**config.mk**
```make
export PLATFORM = sky130hd
export DESIGN_NAME = dbus_demux_1to2
export DESIGN_NICKNAME = d
export VERILOG_FILES = /design/src/rtl/dbus_pkg.sv /design/src/rtl/dbus_addr_decode.sv /design/src/rtl/dbus_demux_1to2.sv
export SDC_FILE = /design/constraint.sdc
export NUM_CORES = 1
export LEC_CHECK = 0
export ABC_AREA = 1
export CORE_ASPECT_RATIO = 0.75
export CORE_MARGIN = 2
export CORE_UTILIZATION = 41
export CTS_CLUSTER_DIAMETER = 30
export DETAILED_ROUTE_END_ITERATION = 7
export PLACE_DENSITY = 0.87
export SLEW_MARGIN = 20
export SYNTH_ARGS = -nofsm -noshare
export SYNTH_HDL_FRONTEND = slang
export SYNTH_HIERARCHICAL = 1
export SYNTH_SLANG_ARGS = --single-unit
```
**constraint.sdc**
```tcl
create_clock -name clk -period 2.8 [get_ports clk]
set_clock_uncertainty 0.1 [all_clocks]
set_input_delay 0.28 -clock clk [delete_from_list [all_inputs] [get_ports clk]]
set_output_delay 0.28 -clock clk [all_outputs]
set_load 0.1 [all_outputs]
```
**src/rtl/dbus_pkg.sv**
```systemverilog
// rtl/dbus_pkg.sv - shared types and constants for the data-bus demux
package dbus_pkg;

  localparam int ADDR_W = 32;
  localparam int DATA_W = 32;
  localparam int STRB_W = 4;

  localparam logic [DATA_W-1:0] ERR_RDATA = 32'h0;

  typedef enum logic [1:0] {
    IDLE  = 2'd0,
    ISSUE = 2'd1,
    WAIT  = 2'd2,
    RESP  = 2'd3
  } state_t;

endpackage

```
**src/rtl/dbus_addr_decode.sv**
```systemverilog
// rtl/dbus_addr_decode.sv - combinational match of an address against a power-of-two window
import dbus_pkg::*;

module dbus_addr_decode #(
  parameter logic [ADDR_W-1:0] BASE = 32'h1000_0000,
  parameter logic [ADDR_W-1:0] SIZE = 32'h0001_0000
) (
  input  logic [ADDR_W-1:0] addr,
  output logic              sel
);

  localparam logic [ADDR_W-1:0] MASK = ~(SIZE - 32'd1);

  assign sel = ((addr & MASK) == BASE);

endmodule

```
**src/rtl/dbus_demux_1to2.sv**
```systemverilog
// rtl/dbus_demux_1to2.sv - one-outstanding demux of a core data bus onto RAM (port 0) and MMIO (port 1)
import dbus_pkg::*;

module dbus_demux_1to2 #(
  parameter logic [ADDR_W-1:0] P1_BASE = 32'h1000_0000,
  parameter logic [ADDR_W-1:0] P1_SIZE = 32'h0001_0000,
  parameter int                TIMEOUT = 64
) (
  input  logic              clk,
  input  logic              rst_n,
  input  logic              req_valid,
  output logic              req_ready,
  input  logic [ADDR_W-1:0] req_addr,
  input  logic              req_we,
  input  logic [DATA_W-1:0] req_wdata,
  input  logic [STRB_W-1:0] req_wstrb,
  output logic              rsp_valid,
  input  logic              rsp_ready,
  output logic [DATA_W-1:0] rsp_rdata,
  output logic              rsp_err,
  output logic              d0_valid,
  input  logic              d0_ready,
  output logic [ADDR_W-1:0] d0_addr,
  output logic              d0_we,
  output logic [DATA_W-1:0] d0_wdata,
  output logic [STRB_W-1:0] d0_wstrb,
  input  logic              d0_rvalid,
  input  logic [DATA_W-1:0] d0_rdata,
  output logic              d1_valid,
  input  logic              d1_ready,
  output logic [ADDR_W-1:0] d1_addr,
  output logic              d1_we,
  output logic [DATA_W-1:0] d1_wdata,
  output logic [STRB_W-1:0] d1_wstrb,
  input  logic              d1_rvalid,
  input  logic [DATA_W-1:0] d1_rdata
);

  localparam int CNT_W = $clog2(TIMEOUT);
  localparam logic [CNT_W-1:0] CNT_LAST = CNT_W'(TIMEOUT - 1);

  state_t            state, state_next;
  logic [ADDR_W-1:0] addr_q;
  logic              we_q;
  logic [DATA_W-1:0] wdata_q;
  logic [STRB_W-1:0] wstrb_q;
  logic              sel_q;
  logic [CNT_W-1:0]  cnt;
  logic [DATA_W-1:0] rdata_q;
  logic              err_q;

  logic              sel;
  logic              misaligned;
  logic              timeout;
  logic              sel_ready;
  logic              sel_rvalid;
  logic [DATA_W-1:0] sel_rdata;

  dbus_addr_decode #(
    .BASE (P1_BASE),
    .SIZE (P1_SIZE)
  ) u_decode (
    .addr (req_addr),
    .sel  (sel)
  );

  assign misaligned = (req_addr[1:0] != 2'b00);
  assign timeout    = (cnt == CNT_LAST);
  assign sel_ready  = sel_q ? d1_ready  : d0_ready;
  assign sel_rvalid = sel_q ? d1_rvalid : d0_rvalid;
  assign sel_rdata  = sel_q ? d1_rdata  : d0_rdata;

  always_ff @(posedge clk) begin
    if (!rst_n) state <= IDLE;
    else        state <= state_next;
  end

  always_comb begin
    state_next = state;
    req_ready  = 1'b0;
    rsp_valid  = 1'b0;
    d0_valid   = 1'b0;
    d1_valid   = 1'b0;
    case (state)
      IDLE: begin
        req_ready = 1'b1;
        if (req_valid) state_next = misaligned ? RESP : ISSUE;
      end
      ISSUE: begin
        d0_valid = !sel_q;
        d1_valid = sel_q;
        // a dead target must not hold off the timeout, even if it accepts late
        if (timeout)        state_next = RESP;
        else if (sel_ready) state_next = WAIT;
      end
      WAIT: begin
        if (sel_rvalid || timeout) state_next = RESP;
      end
      RESP: begin
        rsp_valid = 1'b1;
        if (rsp_ready) state_next = IDLE;
      end
      default: state_next = IDLE;
    endcase
  end

  always_ff @(posedge clk) begin
    if (!rst_n) begin
      addr_q  <= '0;
      we_q    <= 1'b0;
      wdata_q <= '0;
      wstrb_q <= '0;
      sel_q   <= 1'b0;
      cnt     <= '0;
      rdata_q <= '0;
      err_q   <= 1'b0;
    end else begin
      case (state)
        IDLE: begin
          if (req_valid) begin
            addr_q  <= req_addr;
            we_q    <= req_we;
            wdata_q <= req_wdata;
            wstrb_q <= req_wstrb;
            sel_q   <= sel;
            cnt     <= '0;
            rdata_q <= ERR_RDATA;
            err_q   <= misaligned;
          end
        end
        ISSUE: begin
          if (timeout) begin
            rdata_q <= ERR_RDATA;
            err_q   <= 1'b1;
          end else begin
            cnt <= cnt + 1'b1;
          end
        end
        WAIT: begin
          // completion beats a timeout landing in the same cycle
          if (sel_rvalid) begin
            rdata_q <= sel_rdata;
            err_q   <= 1'b0;
          end else if (timeout) begin
            rdata_q <= ERR_RDATA;
            err_q   <= 1'b1;
          end else begin
            cnt <= cnt + 1'b1;
          end
        end
        default: ;
      endcase
    end
  end

  assign rsp_rdata = rdata_q;
  assign rsp_err   = err_q;
  assign d0_addr   = addr_q;
  assign d0_we     = we_q;
  assign d0_wdata  = wdata_q;
  assign d0_wstrb  = wstrb_q;
  assign d1_addr   = addr_q;
  assign d1_we     = we_q;
  assign d1_wdata  = wdata_q;
  assign d1_wstrb  = wstrb_q;

endmodule
```
==> metrics.cfg, run 1 <==
[job]
drv_cap=0

[logic_synthesis]
syn_inst=697
yosysTopAreaCellShare_pct=42.23
yosysUniqueCellTypes=25
syn_area_per_cell_um2=7.550
netlist_area_um2=5263
synth-seq-area-share_pct=42.23
synth-seq-cells=111
synth_area_leaders=dfxtp_1 (42%), nor2_1 (11%), buf_4 (10%)
synth_top_cell_by_area=dfxtp_1
ys.warnings.count=6
synth.net_count=844

[power_and_ir_drop]
p_int_mw=3.729
switchingPower_mw=5.990
p_comb_share_pct=65.3
power_density_nw_per_um2=1249
seq_power_share_pct=22.2
p_leak_nw=3.494
p_sw_share_pct=61.63
ir_drop_v=0.001237
clkPwrFrac_pct=12.4

[clock_network]
clockBufferDepth=2
cts_sinks=111
cts.clk_slew.worst_paths_ps=70
postCtsResizedCells=0
cts-root-buf=clkbuf_16
clock_latency_ps=340
cts_tree=done
cts_setup_buffers=0
htree_levels=3
cts_inserted_buffers=9
cts_hold_buf=0

[setup_path]
path_class=reg2reg
crit_required_ps=2970
critical_path.max_fanout=31
crit_path_start_kind=flop
worst-endpoint-arrival_ps=2470
worstSetupEndpointType=flop

[floorplanning]
coreArea_um2=12390
dieArea_um2=13770
die_y_um=102.1
initial_core_util_pct=42.46
dieWidth_um=134.8
io_pins=316
num_rows=35

[global_route]
gr-usage-all-layers_pct=21.63
antenna_found_initial=0
grt_overflow=0
grt_pass1_vias=4557
grt_max_degree=66
grt_pass1_wl_mm=23.56

[timing]
period_share_pct=82.26
final_hold_viol_count=0
max_slew.worst_pin.slew_ps=632.8
setup_viol=0
max_freq_mhz=434.1
fin_crit_ps=2303
slew-limit-headroom_pct=57.75
rsz0062_at_grt=false
drv_slew=0
tns_ps=0

[finish]
seq_area_um2=2222
area_delta_synth_final_pct=47.84
drive_above_1_share_pct=27.32
stdcell_count=1092
diodes=0
multi_input_area_um2=2168
nNetsFinal=1068
nFillCells=1097

[drt]
drt_iter0_drc=246
wl_per_cell_um=14.63
ant_nets=0
avgViaCountPerCell=4.739
drc=0
dr.pass1.iters=6
wl_mm=15.97
vias=5175

[placed_design]
port-buffer-count=315
dp_hpwl_mm=11.91
gp_congestion=0.8454
numPlacedInstances=1076

[status]
status=complete, no violations

[worst_hold_path]
hp-class=in2reg

==> registers in the layout, summed over array words and instances, names as in the netlist, 2 cells and up <==
register and cells:
state 2, cnt 6, d0_addr 32, d0_wstrb 4, d0_wdata 32, rsp_rdata 32
==> cells in the final DEF (no fill, tap or decap), drive strengths merged <==
master	Yosys	routed
nor3	1	1
buf	83	182
dfxtp	111	111
clkdlybuf4s50	0	139
nand4	2	2
xor2	2	2
ha	6	6
clkinv	0	3
o211ai	32	32
inv	37	39
nand3	13	13
clkbuf	25	10
or2	31	31
nor2	156	156
o21ai	76	76
clkinvlp	0	1
nand2	82	82
a21oi	40	40
==> stage by stage <==
stage	worst slack, ps	instance area, um2	hold WS [ps]	power, mW	util, %
3_5_place_dp	521.4	7507	353.0	8.556	60.58
4_1_cts	512.1	7780	235.6	9.767	62.78
5_1_grt	307.6	7780	258.6	10.10	62.78
2_1_floorplan	141.7	5263	346.7	7.624	-
3_3_place_gp	661.9	7507	348.3	8.499	60.58
6_report	496.6	7780	250.8	9.719	62.78
==> power groups by stage <==
stage	Clock, mW	Sequential (mW)	Combinational [mW]
3_3_place_gp	0	2.19	6.31
2_1_floorplan	0	4.05	3.57
3_5_place_dp	0	2.19	6.36
4_1_cts	1.23	2.16	6.38
5_1_grt	1.30	2.20	6.59
6_report	1.21	2.16	6.35
==> critical path: stages (launching register included) <==
cell and delay [ps]:
dfxtp_1 400, inv_1 120, ha_1 310, nand2_2 250, o21ai_4 150, nand3_2 90
nand2_1 60, inv_2 470, nand2_1 120, a21oi_1 160
==> cells by family (layout without fill, tap and decap cells) <==
family	after synthesis	count (layout)	synth area share [%]
buf+inv	145	374	16.57
simple gates	285	285	23.63
compound gates	148	148	15.81
fa+ha+maj	6	6	1.426
flops	111	111	42.23
xor+xnor	2	2	0.3329
==> cells in the mapped netlist, drive strengths merged <==
cell type	number
clkbuf	25
ha	6
o211ai	32
nor3	1
buf	83
xor2	2
a21oi	40
nand3	13
nand4	2
o21ai	76
nand2	82
nor2	156
dfxtp	111
inv	37
or2	31
==> routing by layer <==
layer | share of wire [%] | track usage, % | vias up
met2 | 49 | 36.51 | 189
met3 | 5.7 | 5.208 | 21
met5 | 0 | 0 | -
met4 | 1.6 | 6.154 | 0
li1 | - | - | 2608
met1 | 44 | 27.86 | 2357
==> worst paths after layout <==
check                              from  slack (ps)  cells after the start                         end
min reg2reg  rsp_rdata[31]$_SDFFE_PN0P_         370                      2  rsp_rdata[31]$_SDFFE_PN0P_
max               state[0]$_SDFFE_PN0P_         500                      9  rsp_rdata[11]$_SDFFE_PN0P_
max reg2reg       state[0]$_SDFFE_PN0P_         500                      9  rsp_rdata[11]$_SDFFE_PN0P_
min                               rst_n         250                      3  rsp_rdata[22]$_SDFFE_PN0P_
==> layout make-up <==
type                            instances  area share [%]
Inverter                               37           1.817
Clock buffer                           10           2.943
Sequential cell                       111           28.56
Multi-Input combinational cell        441           27.87
Timing Repair Buffer                  321           35.57
Clock inverter                          6          0.5629
Tap cell                              166           2.670
(Power assumes the default switching activity.)
==> run 2: changes to the inputs <==
--- a/config.mk
+++ b/config.mk
@@ -8,10 +8,10 @@
 export ABC_AREA = 1
 export CORE_ASPECT_RATIO = 0.75
 export CORE_MARGIN = 2
-export CORE_UTILIZATION = 41
+export CORE_UTILIZATION = 38
 export CTS_CLUSTER_DIAMETER = 30
 export DETAILED_ROUTE_END_ITERATION = 7
-export PLACE_DENSITY = 0.87
+export PLACE_DENSITY = 0.81
 export SLEW_MARGIN = 20
 export SYNTH_ARGS = -nofsm -noshare
 export SYNTH_HDL_FRONTEND = slang
==> constraint.sdc (replaced) <==
create_clock -name clk -period 2.3 [get_ports clk]
set_clock_uncertainty 0.1 [all_clocks]
set_input_delay 0.23 -clock clk [delete_from_list [all_inputs] [get_ports clk]]
set_output_delay 0.23 -clock clk [all_outputs]
set_load 0.1 [all_outputs]
==> metrics.cfg, run 2 (synthesized netlist as in run 1, its figures left out) <==
[status]
status=complete, no violations

[timing]
setup_viol=0  ; unchanged
fin_crit_ps=2089  ; -214.6 ps
drv_slew=0  ; unchanged
max_slew.worst_pin.slew_ps=494.6  ; -138.2 ps
rsz0062_at_grt=false
max_freq_mhz=478.7  ; +10%
tns_ps=0  ; unchanged
period_share_pct=90.82  ; +8.6 points
final_hold_viol_count=0  ; unchanged
slew-limit-headroom_pct=67.03  ; +9.3 points

[global_route]
gr-usage-all-layers_pct=19.96  ; -1.7 points
grt_max_degree=49  ; -26%
grt_pass1_vias=4639  ; +1.8%
grt_overflow=0  ; unchanged
grt_pass1_wl_mm=24.10  ; +2.3%
antenna_found_initial=0  ; unchanged

[drt]
drt_iter0_drc=292  ; +19%
avgViaCountPerCell=4.631  ; -2.3%
wl_mm=15.87  ; -0.64%
drc=0  ; unchanged
wl_per_cell_um=14.36  ; -1.8%
vias=5117  ; -1.1%
dr.pass1.iters=6  ; unchanged
ant_nets=0  ; unchanged

[clock_network]
cts.clk_slew.worst_paths_ps=70  ; about the same
cts_setup_buffers=0  ; unchanged
cts_inserted_buffers=9  ; unchanged
clockBufferDepth=2  ; unchanged
cts-root-buf=clkbuf_16
clock_latency_ps=340  ; about the same
cts_hold_buf=0  ; unchanged
cts_sinks=111  ; unchanged
cts_tree=done
htree_levels=3  ; unchanged

[floorplanning]
dieWidth_um=139.9  ; +3.8%
coreArea_um2=13610  ; +9.8%
initial_core_util_pct=38.67  ; -3.8 points
io_pins=316  ; unchanged
dieArea_um2=14820  ; +7.6%
num_rows=37  ; +5.7%
die_y_um=105.9  ; +3.7%

[placed_design]
postPlaceCellArea_um2=7579  ; +0.95%
dp_hpwl_mm=12.02  ; +0.94%
port-buffer-count=315  ; unchanged
gp_congestion=0.8322  ; -1.6%

[power_and_ir_drop]
p_leak_nw=3.517  ; +0.68%
total_power_mw=11.88  ; +22%
ir_drop_v=0.001465  ; +18%
power_density_nw_per_um2=1512  ; +21%

[setup_path]
crit_required_ps=2460  ; -510 ps
worst-endpoint-arrival_ps=2250  ; -220 ps
critical_path.max_fanout=32  ; +3.2%
crit_path_start_kind=flop
path_class=reg2reg
worstSetupEndpointType=flop

[job]
drv_cap=0  ; unchanged

[finish]
final_common_cell=buf_4
area_delta_synth_final_pct=49.31
post-route-util_pct=57.73  ; -5.0 points
drive_above_1_share_pct=27.85  ; +0.53 points
diodes=0  ; unchanged
final_area_um2=7858  ; +1.0%
final_cell_mix=buf_4 (182), nor2_1 (153), clkdlybuf4s50_1 (139)
nNetsFinal=1072  ; +0.37%

[worst_hold_path]
hp-class=in2reg

==> run 2: what timing repair did <==
action                                  4_1_cts  5_1_grt
endpoints found under the setup margin        0       30
resized for setup                             0        2
endpoints found under the hold margin         0        0
==> run 2: path summary, 6_finish.rpt <==
path | slack, ps | depth (start not counted) | from | end
worst max-delay path | 210 | 6 | state[0]$_SDFFE_PN0P_ | rsp_rdata[18]$_SDFFE_PN0P_
worst min-delay path | 260 | 3 | rst_n | rsp_rdata[22]$_SDFFE_PN0P_
worst max register to register | 210 | 6 | state[0]$_SDFFE_PN0P_ | rsp_rdata[18]$_SDFFE_PN0P_
worst min register to register | 360 | 2 | rsp_rdata[9]$_SDFFE_PN0P_ | rsp_rdata[9]$_SDFFE_PN0P_
==> run 2: per-layer routing <==
metal / vias up / GRT usage [%] / wire, um
li1: 2619 / - / -
met5: - / 0 / 0
met2: 164 / 32.93 / 7598
met1: 2321 / 27.27 / 7188
met3: 13 / 4.144 / 936
met4: 0 / 4.000 / 148
==> run 2: through the flow <==
step	setup slack, ps	instances	hold WS, ps
3_3_place_gp	234.7	1089	348.7
2_1_floorplan	138.0	697	296.7
4_1_cts	58.95	1105	233.8
6_report	211.2	1105	256.5
5_1_grt	4.644	1105	256.8
3_5_place_dp	90.01	1089	354.0
==> run 2: report_power, final <==
part           leakage (nW)  internal [mW]  switching (mW)
logic                  2.48           1.56            6.26
clock network         0.132          0.764           0.702
registers             0.911           2.29           0.315
total                  3.52           4.61            7.27
==> run 2: final cells by class <==
type / count / area (um2)
Sequential cell: 111 / 2222
Clock inverter: 5 / 33.78
Timing Repair Buffer: 325 / 2823
Tap cell: 175 / 219.0
Fill cell: 1304 / 5753
Inverter: 37 / 143.9
Multi-Input combinational cell: 441 / 2173
Clock buffer: 11 / 242.7
==> run 2: critical path, stage by stage, from the launching register on <==
cell      delay (ps)
dfxtp_1          420
inv_1            130
ha_2             400
nand2_1          170
nor2_8           440
o211ai_1         150
a21oi_1          200
